File: src/rtl/alu_pkg.sv
// Shared definitions for the ALU command front-end and the ALU it feeds.
// Holds opcode encodings and datapath widths; no ports.
package alu_pkg;

  localparam int ALU_DW = 8;  // operand width
  localparam int ALU_RW = 9;  // result width (bit 8 = carry / wrapped borrow)

  localparam logic [3:0] OP_ADD = 4'h0;
  localparam logic [3:0] OP_SUB = 4'h1;
  localparam logic [3:0] OP_AND = 4'h2;
  localparam logic [3:0] OP_OR  = 4'h3;
  localparam logic [3:0] OP_XOR = 4'h4;
  localparam logic [3:0] OP_NOP = 4'hF;

endpackage

File: src/rtl/sync_fifo.sv
// Synchronous FIFO with extra-MSB pointers.
// Ports:
//   clk, rst_n      clock, async active-low reset
//   push, wdata     write request and data (ignored when full unless popping)
//   pop             read request (ignored when empty)
//   rdata           head entry (show-ahead)
//   full, empty     status
//   count           occupancy, 0..DEPTH
module sync_fifo #(
  parameter int WIDTH = 8,
  parameter int DEPTH = 4
) (
  input  logic                       clk,
  input  logic                       rst_n,
  input  logic                       push,
  input  logic [WIDTH-1:0]           wdata,
  input  logic                       pop,
  output logic [WIDTH-1:0]           rdata,
  output logic                       full,
  output logic                       empty,
  output logic [$clog2(DEPTH):0]     count
);

  localparam int AW = $clog2(DEPTH);

  logic [AW:0]      wr_ptr;
  logic [AW:0]      rd_ptr;
  logic [WIDTH-1:0] mem [DEPTH];
  logic             do_push;
  logic             do_pop;

  // Pointers carry one extra bit: equal means empty, MSB-only difference means full.
  assign empty = (wr_ptr == rd_ptr);
  assign full  = (wr_ptr[AW] != rd_ptr[AW]) && (wr_ptr[AW-1:0] == rd_ptr[AW-1:0]);
  assign count = wr_ptr - rd_ptr;
  assign rdata = mem[rd_ptr[AW-1:0]];

  assign do_pop  = pop && !empty;
  // A pop in the same cycle frees the slot, so push on full is allowed then.
  assign do_push = push && (!full || do_pop);

  always_ff @(posedge clk or negedge rst_n) begin
    if (!rst_n) begin
      wr_ptr <= '0;
      rd_ptr <= '0;
      for (int i = 0; i < DEPTH; i++) begin
        mem[i] <= '0;
      end
    end else begin
      if (do_push) begin
        mem[wr_ptr[AW-1:0]] <= wdata;
        wr_ptr              <= wr_ptr + 1'b1;
      end
      if (do_pop) begin
        rd_ptr <= rd_ptr + 1'b1;
      end
    end
  end

endmodule

File: src/rtl/alu_issue_ctrl.sv
// Command front-end for Sequential_ALU with tagged, credit-protected return path.
// Handshakes: a transfer occurs on any rising clk edge where valid && ready are
// both high; valid never depends on ready.
// Ports:
//   clk, rst_n                       clock, async active-low reset
//   cmd_valid/cmd_ready              command handshake
//   cmd_opcode, cmd_a, cmd_b, cmd_tag command payload
//   alu_opcode, alu_a, alu_b         registered drive into the ALU
//   alu_result                       registered ALU result
//   rsp_valid/rsp_ready              response handshake
//   rsp_result, rsp_tag              response payload (FIFO head)
//   idle                             nothing queued or in flight
module alu_issue_ctrl
  import alu_pkg::*;
#(
  parameter int CMD_DEPTH = 4,
  parameter int RSP_DEPTH = 4,
  parameter int TAG_W     = 4
) (
  input  logic              clk,
  input  logic              rst_n,
  input  logic              cmd_valid,
  output logic              cmd_ready,
  input  logic [3:0]        cmd_opcode,
  input  logic [ALU_DW-1:0] cmd_a,
  input  logic [ALU_DW-1:0] cmd_b,
  input  logic [TAG_W-1:0]  cmd_tag,
  output logic [3:0]        alu_opcode,
  output logic [ALU_DW-1:0] alu_a,
  output logic [ALU_DW-1:0] alu_b,
  input  logic [ALU_RW-1:0] alu_result,
  output logic              rsp_valid,
  input  logic              rsp_ready,
  output logic [ALU_RW-1:0] rsp_result,
  output logic [TAG_W-1:0]  rsp_tag,
  output logic              idle
);

  localparam int CMD_W  = 4 + 2 * ALU_DW + TAG_W;
  localparam int RSP_W  = ALU_RW + TAG_W;
  localparam int CMD_CW = $clog2(CMD_DEPTH) + 1;
  localparam int RSP_CW = $clog2(RSP_DEPTH) + 1;
  localparam int SUM_W  = RSP_CW + 1;

  // Command FIFO
  logic              cmd_push;
  logic              cmd_pop;
  logic [CMD_W-1:0]  cmd_head;
  logic              cmd_full;
  logic              cmd_empty;
  logic [CMD_CW-1:0] cmd_count_unused;
  logic [3:0]        head_opcode;
  logic [ALU_DW-1:0] head_a;
  logic [ALU_DW-1:0] head_b;
  logic [TAG_W-1:0]  head_tag;

  // Response FIFO
  logic              rsp_push;
  logic              rsp_pop;
  logic [RSP_W-1:0]  rsp_head;
  logic              rsp_full;
  logic              rsp_empty;
  logic [RSP_CW-1:0] rsp_count;

  // Pipeline tracking of the ALU's one-cycle latency
  logic              s1_v;
  logic [TAG_W-1:0]  s1_tag;
  logic              s2_v;
  logic [TAG_W-1:0]  s2_tag;

  logic [SUM_W-1:0]  credit_used;
  logic              issue;

  // Ready looks only at full; a same-cycle pop does not open the door early.
  assign cmd_ready = !cmd_full;
  assign cmd_push  = cmd_valid && cmd_ready;

  sync_fifo #(
    .WIDTH (CMD_W),
    .DEPTH (CMD_DEPTH)
  ) u_cmd_fifo (
    .clk   (clk),
    .rst_n (rst_n),
    .push  (cmd_push),
    .wdata ({cmd_opcode, cmd_a, cmd_b, cmd_tag}),
    .pop   (cmd_pop),
    .rdata (cmd_head),
    .full  (cmd_full),
    .empty (cmd_empty),
    .count (cmd_count_unused)
  );

  assign {head_opcode, head_a, head_b, head_tag} = cmd_head;

  // Every issued op reserves a response slot until it is popped: in-flight
  // stages plus stored results must stay below RSP_DEPTH, so the return-path
  // push can never meet a full FIFO.
  assign credit_used = SUM_W'(s1_v) + SUM_W'(s2_v) + SUM_W'(rsp_count);
  assign issue       = !cmd_empty && (credit_used < SUM_W'(RSP_DEPTH));
  assign cmd_pop     = issue;

  always_ff @(posedge clk or negedge rst_n) begin
    if (!rst_n) begin
      alu_opcode <= OP_NOP;
      alu_a      <= '0;
      alu_b      <= '0;
      s1_v       <= 1'b0;
      s1_tag     <= '0;
      s2_v       <= 1'b0;
      s2_tag     <= '0;
    end else begin
      if (issue) begin
        alu_opcode <= head_opcode;
        alu_a      <= head_a;
        alu_b      <= head_b;
        s1_v       <= 1'b1;
        s1_tag     <= head_tag;
      end else begin
        // Idle cycles feed a NOP; the ALU's zero output is never captured.
        alu_opcode <= OP_NOP;
        alu_a      <= '0;
        alu_b      <= '0;
        s1_v       <= 1'b0;
      end
      // The ALU registers its result on this same edge, so s2 lines up with it.
      s2_v   <= s1_v;
      s2_tag <= s1_tag;
      assert (!(s2_v && rsp_full && !rsp_pop));
    end
  end

  assign rsp_push = s2_v;
  assign rsp_pop  = rsp_valid && rsp_ready;

  sync_fifo #(
    .WIDTH (RSP_W),
    .DEPTH (RSP_DEPTH)
  ) u_rsp_fifo (
    .clk   (clk),
    .rst_n (rst_n),
    .push  (rsp_push),
    .wdata ({alu_result, s2_tag}),
    .pop   (rsp_pop),
    .rdata (rsp_head),
    .full  (rsp_full),
    .empty (rsp_empty),
    .count (rsp_count)
  );

  assign rsp_valid             = !rsp_empty;
  assign {rsp_result, rsp_tag} = rsp_head;

  assign idle = cmd_empty && !s1_v && !s2_v && rsp_empty;

endmodule

File: config.mk
export PLATFORM = sky130hd
export DESIGN_NAME = alu_issue_ctrl
export DESIGN_NICKNAME = d
export VERILOG_FILES = /design/src/rtl/alu_pkg.sv /design/src/rtl/sync_fifo.sv /design/src/rtl/alu_issue_ctrl.sv
export SDC_FILE = /design/constraint.sdc
export NUM_CORES = 1
export LEC_CHECK = 0
export CAP_MARGIN = 25
export CORE_UTILIZATION = 45
export CTS_BUF_LIST = sky130_fd_sc_hd__clkbuf_8
export DETAILED_ROUTE_END_ITERATION = 8
export PLACE_DENSITY = 0.74
export SLEW_MARGIN = 20
export SYNTH_ARGS = -nofsm -noshare
export SYNTH_HDL_FRONTEND = slang
export SYNTH_SLANG_ARGS = --single-unit
File: constraint.sdc
create_clock -name clk -period 3.3 [get_ports clk]
set_input_delay 0.33 -clock clk [delete_from_list [all_inputs] [get_ports clk]]
set_output_delay 0.33 -clock clk [all_outputs]
set_load 0.03 [all_outputs]
; Word-level counts from Yosys, hierarchy flattened
; Index checks and enable logic that the tools add are counted.
[word_totals]
ff_bits = 190
output_inout_bits = 36
elab_cells = 81
[classes]
eq_ne = 6
muxes = 16
add_sub_neg = 7
bitwise = 4
n_reduce_logical = 22
order_cmp = 7
[op_table]
columns = operator, count
row1 = bitwise mux 96 bit, 1
row2 = 2-to-1 mux 24 bit, 3
row3 = bitwise mux 52 bit, 1
row4 = binary-select mux 24 bit (select 2 bit), 1
row5 = demux 24 bit (select 2 bit), 1
row6 = 2-to-1 mux 13 bit, 3
row7 = binary-select mux 13 bit (select 2 bit), 1
row8 = demux 13 bit (select 2 bit), 1
row9 = 2-to-1 mux 8 bit, 2
row10 = logical AND 1 bit, 14
row11 = "adder 3 x 1 -> 3 bit, second input constant", 4
row12 = ">= comparator 3 bit, second input constant", 4
row13 = inverter 2 -> 3 bit, 4
row14 = equality test 3 bit, 2
row15 = zero test 1 bit, 6
row16 = "< comparator 3 x 1 -> 1 bit, second input constant", 2
row17 = adder 2 x 3 -> 4 bit, 1
row18 = equality test 2 bit, 2
row19 = "< comparator 4 x 3 -> 1 bit, second input constant", 1
row20 = 2-to-1 mux 4 bit, 1
row21 = subtractor 3 bit, 1
row22 = adder 1 x 1 -> 2 bit, 1
row23 = logical OR 1 bit, 2
row24 = != test 1 bit, 2
row25 = 2-to-1 mux 1 bit, 1

; Depth between registers and ports, before layout
; Gate-level depths: netlist (run 1).
[depth]
word_depth = 7
mapped_depth = 9
ltp_nobuf = 8

; Cells and area by module
; From an unflattened synthesis (run 1), not the netlist that was laid out.
[unflattened]
hier_cells = 508
hier_area_um2 = 8605.8
[by_module_without_submodules]
columns = mod, n_inst, seq_area_each_um2, cells_each, area_each_um2
row1 = sync_fifo at u_cmd_fifo, 1, 2552.4, 275, 4669.5
row2 = sync_fifo at u_rsp_fifo, 1, 1451.4, 169, 2916.5
row3 = alu_issue_ctrl, 1, 755.7, 64, 1019.7

; Worst setup path after synthesis (run 1)
; Ideal clock, no wire load.
[synth_path]
path_type = flip-flop to output port
start = register u_rsp_fifo.rd_ptr[1]
end = output idle
required_ns = 2.970
t_arrival_ns = 2.489
slack_ns = 0.481
path_stages_with_launch = 6
path_cell_list = dfrtp_1 > clkbuf_1 > inv_1 > ha_1 > nand3_1 > nor4_1
[synth_between]
elab_chain_cells = 2
[synth_rtl]
columns = element, line
row1 = start: declaration, sync_fifo.sv:27  ; logic [AW:0] rd_ptr;
row2 = start signal: assignment, sync_fifo.sv:55  ; rd_ptr <= rd_ptr + 1'b1;
row3 = equality test 3 bit, sync_fifo.sv:33  ; assign empty = (wr_ptr == rd_ptr);
row4 = logical AND 1 bit, alu_issue_ctrl.sv:153  ; assign idle = cmd_empty && !s1_v && !s2_v && rsp_empty;
row5 = end: declaration, alu_issue_ctrl.sv:36  ; output logic idle
; Every way passes these cells.

; Final worst setup path (run 1)
; Same ends and word-level chain as after synthesis.

==> out/results.ini, run 1 <==
[run_status]
outcome = complete, no violations

[cells_and_area]
drive_gt1_share_pct = 43.7
area_growth_pct = 13.9
fin_nets = 610
n_antenna_cell = 0
post-route-util_pct = 52.1
fill_cells = 1519

[sta]
worst_pin_slew_ns = 0.777
hold_viol_final = 0
final.setup.worst_slack_ns = 0.268
fin_crit_ns = 3.03
slew_violations = 0
fin_skew_ns = 0.0146
setup_viol_count_final = 0
rsz0062_at_grt = false
tns_ns = 0
slew_headroom_pct = 48.1
fin_crit_sh_pct = 91.9
timing.fmax_mhz = 330

[detailed_routing]
final_antenna_net_count = 0
wire_per_inst_um = 20.1
remaining_drc_errors = 0
postRouteWirelength_um = 16200
vias = 4335
first_iter_violations = 169
viasPerCell = 5.38
drt_first_pass_iters = 4

[clocking]
htree_levels = 4
cts-resized-gates = 0
insertion_delay_ns = 0.47
cts.sinks = 190
clk_pin_slew_worst_paths_ns = 0.11
post-cts-setup-buffer-count = 0
cts_tree = built
clock_path_buffers = 2
cts-root-buf = clkbuf_8
cts_buffers = 17

[floorplanning]
die_h_um = 140
ios = 73
initial_core_util_pct = 45.8
core_area_um2 = 18700
die_w_um = 140
rows = 50
dieArea_um2 = 19600

[pwr]
ir_worst_vdd_mv = 0.598
leakage_nw = 4.21
powerDensity_nw_per_um2 = 1150
power.total_mw = 11.2

[worst_hold_path]
min_path_cells = 0
hp-class = flip-flop to flip-flop

[yosys]
synth-edff-count = 0
synth.largest_area_cell = dfrtp_1
ys_ff_latch = 190
syn-cell-area_um2 = 8570
synth_area_leaders = dfrtp_1, mux2_4, mux2_2, mux4_2, ha_1
postSynthCellCount = 488
seq_area_frac_synth_pct = 55.6
synth_area_per_cell_um2 = 17.6
ys_async_sr_fraction_pct = 100
synth_ff_type = dfrtp_1
synth_nets = 539
netlist.area_leader.share_pct = 54.3
yosysWarnings = 0
ys_types = 31

[critical_path]
crit_type = flip-flop to output port
end_kind = output port
cp_max_fo = 11
r2r_cells = 8
crit_required_ns = 2.97
crit_path_start_kind = flip-flop
cp.arrival_ns = 2.70

[global_routing]
grt_overflow = 0
antenna_found_initial = 1
grt_pass1_vias = 4803
grt_pass1_wl_um = 27100
grt_max_degree = 97
grtUsageTotal_pct = 18.1

[run]
drv_cap = 0

[placed_design]
gp_congestion = 0.742
port_buffers = 72
dp_hpwl_um = 9940
dp_slack_ns = 0.644

## state kept, by name, indices dropped and copies added, names as in the netlist
name / flops
rsp_push: 1
alu_b: 8
alu_opcode: 4
u_rsp_fifo.wr_ptr: 3
s1_v: 1
s1_tag: 4
s2_tag: 4
u_cmd_fifo.rd_ptr: 3
u_rsp_fifo.rd_ptr: 3
u_rsp_fifo.mem: 52
u_cmd_fifo.mem: 96
u_cmd_fifo.wr_ptr: 3
alu_a: 8
## area by class of cell
type / count / area [µm²] / area share (%)
clock buffers: 17 / 234 / 2.40
clock inverters: 15 / 174 / 1.78
inverters: 8 / 30.0 / 0.308
multi-input cells: 263 / 3470 / 35.6
flip-flops and latches: 190 / 4760 / 48.8
well taps: 234 / 293 / 3.00
repair buffers: 79 / 792 / 8.12
## report_power, final
group / internal (mW) / total, mW / switching [mW]
logic: 3.04 / 5.43 / 2.39
clock network: 0.641 / 1.57 / 0.933
registers: 3.53 / 4.19 / 0.664
## placed cells by master (no fill, tap or decap), types with 5 or more instances in the layout
cell	Yosys	layout
xnor2_1	8	8
or2_2	5	5
inv_1	8	8
clkbuf_8	1	18
ha_1	13	13
mux2_4	79	79
buf_4	4	5
nor2b_1	16	16
clkdlybuf4s50_1	0	71
nand2_1	8	8
inv_8	0	5
mux2_2	75	75
mux4_2	37	37
dfrtp_1	186	185
## what timing repair did
item                                    4_1_cts  5_1_grt
hold buffers                                  1        0
endpoints found under the hold margin        90        0
endpoints found under the setup margin        0        0
## worst paths after layout
check / slack (ns) / from / to
worst min-delay path: 0.39 / s1_tag[1] / s2_tag[1]
worst max-delay path: 0.27 / u_rsp_fifo.rd_ptr[1] / idle
min in group asynchronous: 0.47 / rst_n / u_rsp_fifo.mem[32]
max in group asynchronous: 1.83 / rst_n / u_cmd_fifo.rd_ptr[0]
worst min register to register: 0.39 / s1_tag[1] / s2_tag[1]
worst max register to register: 0.59 / u_rsp_fifo.wr_ptr[0] / alu_opcode[0]
## cell families after synthesis
family	after synthesis	synth area share, %
muxes	191	33.4
DFF	190	55.6
and+or+nand+nor	40	2.82
buffers and inverters	35	3.91
adders and majority gates	14	2.13
xor gates and xnor gates	13	1.59
AOI/OAI and AO/OA	5	0.540
## per-stage QoR
stage / hold WS (ns) / cell area [µm²] / std cells
finish: 0.394 / 9750 / 806
global route: 0.402 / 9750 / 806
CTS: 0.395 / 9750 / 806
detailed placement: 0.368 / 9340 / 773
global placement: 0.357 / 9340 / 773
floorplan: 0.0344 / 8570 / 488
## cell usage after synthesis, drive strengths merged, types with 5 or more instances
| cell type | n |
|---|---|
| mux2 | 154 |
| nor2b | 16 |
| mux4 | 37 |
| xnor2 | 10 |
| or2 | 5 |
| buf | 21 |
| clkbuf | 6 |
| nand2 | 8 |
| ha | 13 |
| dfrtp | 186 |
| inv | 8 |
## layer usage
metal	wire length, µm	GRT usage [%]	vias up
met3	643	4.75	8
met2	8290	30.0	82
met5	0	0	-
li1	-	-	1889
met4	126	5.26	0
met1	7170	23.4	2356
## critical path, cell delays in order, from the launching register on
cell             delay, ns
dfrtp_1               0.65
inv_1                 0.09
ha_1                  0.31
nand3_1               0.17
nor4_1                0.28
clkdlybuf4s50_1       0.73
Power figures use the tool's default switching activity.
==> run 2, diff against run 1 <==
--- a/config.mk
+++ b/config.mk
@@ -6,10 +6,11 @@
 export NUM_CORES = 1
 export LEC_CHECK = 0
 export CAP_MARGIN = 25
-export CORE_UTILIZATION = 45
+export CORE_UTILIZATION = 35
 export CTS_BUF_LIST = sky130_fd_sc_hd__clkbuf_8
 export DETAILED_ROUTE_END_ITERATION = 8
-export PLACE_DENSITY = 0.74
+export HOLD_SLACK_MARGIN = 0.05
+export PLACE_DENSITY = 0.62
 export SLEW_MARGIN = 20
 export SYNTH_ARGS = -nofsm -noshare
 export SYNTH_HDL_FRONTEND = slang
==> run 2 against run 1 <==
Fmax grew 8.9%. Via count shrank 0.30%. Combinational power up 0.7%. Register-to-register slack improved by 0.08 ns. Critical endpoint unchanged. First-iteration DRC count down 29%. Final area up 1.3%. Die area increased by 28%. Non-clock buffer count rose by 1. Critical path type unchanged. Sequential share of layout area down 0.61 points. Cell count up 11%. Routed wire length rose by 5.7%. Clock-buffer cell count did not move.
==> out/results.ini, run 2 (synthesis results as in run 1) <==
[run_status]
outcome = complete, no violations

[critical_path]
cp.arrival_ns = 2.45  ; -0.25 ns
r2r_cells = 7  ; -1
end_kind = output port
crit_type = flip-flop to output port
crit_required_ns = 2.97  ; about the same
cp_max_fo = 4  ; -7
crit_path_start_kind = flip-flop

[cells_and_area]
largest_reg_flops = 96  ; unchanged
final_common_cell = dfrtp_1
post-route-util_pct = 41.6  ; -11 points
layout_common_cells = dfrtp_1, mux2_4, mux2_2
drive_gt1_share_pct = 43.8  ; +0.098 points
area_growth_pct = 15.3
n_antenna_cell = 0  ; unchanged
fin_nets = 611  ; +0.16%
top_regs = u_cmd_fifo.mem: 96 flops, u_rsp_fifo.mem: 52 flops
top_register = u_cmd_fifo.mem

[placed_design]
port_buffers = 72  ; unchanged
dp_hpwl_um = 10600  ; +6.1%
gp_congestion = 0.718  ; -3.2%
dp_slack_ns = 0.656  ; +0.0119 ns

[floorplanning]
rows = 56  ; +12%
die_w_um = 158  ; +13%
initial_core_util_pct = 36.1  ; -9.7 points
core_area_um2 = 23800  ; +27%
die_h_um = 158  ; +13%
dieArea_um2 = 25100  ; +28%
ios = 73  ; unchanged

[pwr]
ir_worst_vdd_mv = 0.519  ; -13%
internal_power_mw = 7.24  ; +0.34%
p_clk_share_pct = 14.0  ; about the same
leakage_nw = 4.21  ; about the same
pwr-share-seq_pct = 37.2  ; -0.2 points
powerDensity_nw_per_um2 = 1140  ; -1.0%
p_comb_share_pct = 48.8  ; +0.3 points
switching_share_pct = 35.5  ; -0.086 points
p_switching_mw = 3.99  ; about the same

[clocking]
cts_tree = built
post-cts-setup-buffer-count = 0  ; unchanged
htree_levels = 4  ; unchanged
cts-root-buf = clkbuf_8
clk_pin_slew_worst_paths_ns = 0.11  ; about the same
cts.sinks = 190  ; unchanged
insertion_delay_ns = 0.47  ; about the same
cts_buffers = 17  ; unchanged
clock_path_buffers = 2  ; unchanged

[global_routing]
grt_max_degree = 89  ; -8.2%
grtUsageTotal_pct = 14.7  ; -3.3 points
antenna_found_initial = 0  ; -1
grt_pass1_vias = 4935  ; +2.7%
grt_pass1_wl_um = 27800  ; +2.6%
grt_overflow = 0  ; unchanged

[sta]
timing.fmax_mhz = 359  ; +8.9%
fin_crit_sh_pct = 84.4  ; -7.5 points
final.setup.worst_slack_ns = 0.515  ; +0.247 ns
slew_headroom_pct = 48.7  ; +0.53 points
hold_viol_final = 0  ; unchanged
setup_viol_count_final = 0  ; unchanged
worst_pin_slew_ns = 0.768  ; -0.00891 ns
fin_skew_ns = 0.0209  ; +0.00631 ns
rsz0062_at_grt = false
fin_crit_ns = 2.78  ; -0.247 ns
tns_ns = 0  ; unchanged
slew_violations = 0  ; unchanged

[detailed_routing]
postRouteWirelength_um = 17200  ; +5.7%
wire_per_inst_um = 19.2  ; -4.5%
remaining_drc_errors = 0  ; unchanged
vias = 4322  ; -0.30%
viasPerCell = 4.85  ; -9.9%
first_iter_violations = 120  ; -29%
drt_first_pass_iters = 4  ; unchanged
final_antenna_net_count = 0  ; unchanged

[worst_hold_path]
min_path_cells = 0  ; unchanged
hp-class = flip-flop to flip-flop

[run]
drv_cap = 0  ; unchanged

-- run 2: changes by cell type in the layout (fill, tap and decap cells not counted), sizes merged --
cell / delta
clkinvlp: +2
clkinv: -2
buf: +1
-- run 2: final cells by class --
cell class                 instances  area, µm²
fill                            2134      13900
sequential                       190       4760
multi-input combinational        263       3470
timing repair buffer              80        812
tap                              319        399
clock buffer                      17        234
clock inverter                    15        170
inverter                           8       30.0
-- run 2: worst max-delay path, cell delays in order (launching register included) --
cell,delay [ns]
dfrtp_1,0.40
inv_1,0.12
ha_1,0.32
nand3_1,0.16
nor4_1,0.25
clkdlybuf4s50_1,0.73
-- run 2: power by group through the flow --
| stage | sequential, mW | clock, mW | combinational (mW) |
|---|---|---|---|
| 3_3_place_gp | 4.11 | 0 | 5.43 |
| 5_1_grt | 4.32 | 1.72 | 5.90 |
| 3_5_place_dp | 4.22 | 0 | 5.56 |
| 4_1_cts | 4.18 | 1.62 | 5.58 |
| 2_1_floorplan | 4.13 | 0 | 4.28 |
| 6_report | 4.18 | 1.57 | 5.47 |
-- run 2: final timing paths --
kind | startpoint | endpoint | slack (ns)
setup / recovery | u_rsp_fifo.wr_ptr[0] | idle | 0.52
hold / removal | s1_tag[3] | s2_tag[3] | 0.39
setup reg to reg | u_rsp_fifo.wr_ptr[0] | alu_opcode[1] | 0.67
hold reg to reg | s1_tag[3] | s2_tag[3] | 0.39
max in group asynchronous | rst_n | alu_opcode[2] | 1.98
min in group asynchronous | rst_n | u_rsp_fifo.mem[51] | 0.48
-- run 2: timing repair --
action                    CTS  global route
resized for setup           0             0
hold buffers                1             0
hold endpoints to repair   85             0
-- run 2: per-layer routing --
metal,routed length (µm),share of wire [%],vias to the layer above,track usage [%]
li1,-,-,1892,-
met2,8350,49,69,23.9
met4,116,0.68,0,3.75
met1,8050,47,2350,19.8
met3,637,3.7,11,3.65
met5,0,0,-,0
-- run 2: metrics by stage --
step / hold WS, ns / total power [mW] / instance area [µm²] / std cells
5_1_grt: 0.415 / 11.9 / 9880 / 892
4_1_cts: 0.389 / 11.4 / 9880 / 892
6_report: 0.389 / 11.2 / 9880 / 892
2_1_floorplan: 0.0344 / 8.41 / 8570 / 488
3_5_place_dp: 0.371 / 9.78 / 9460 / 859
3_3_place_gp: 0.362 / 9.54 / 9460 / 859
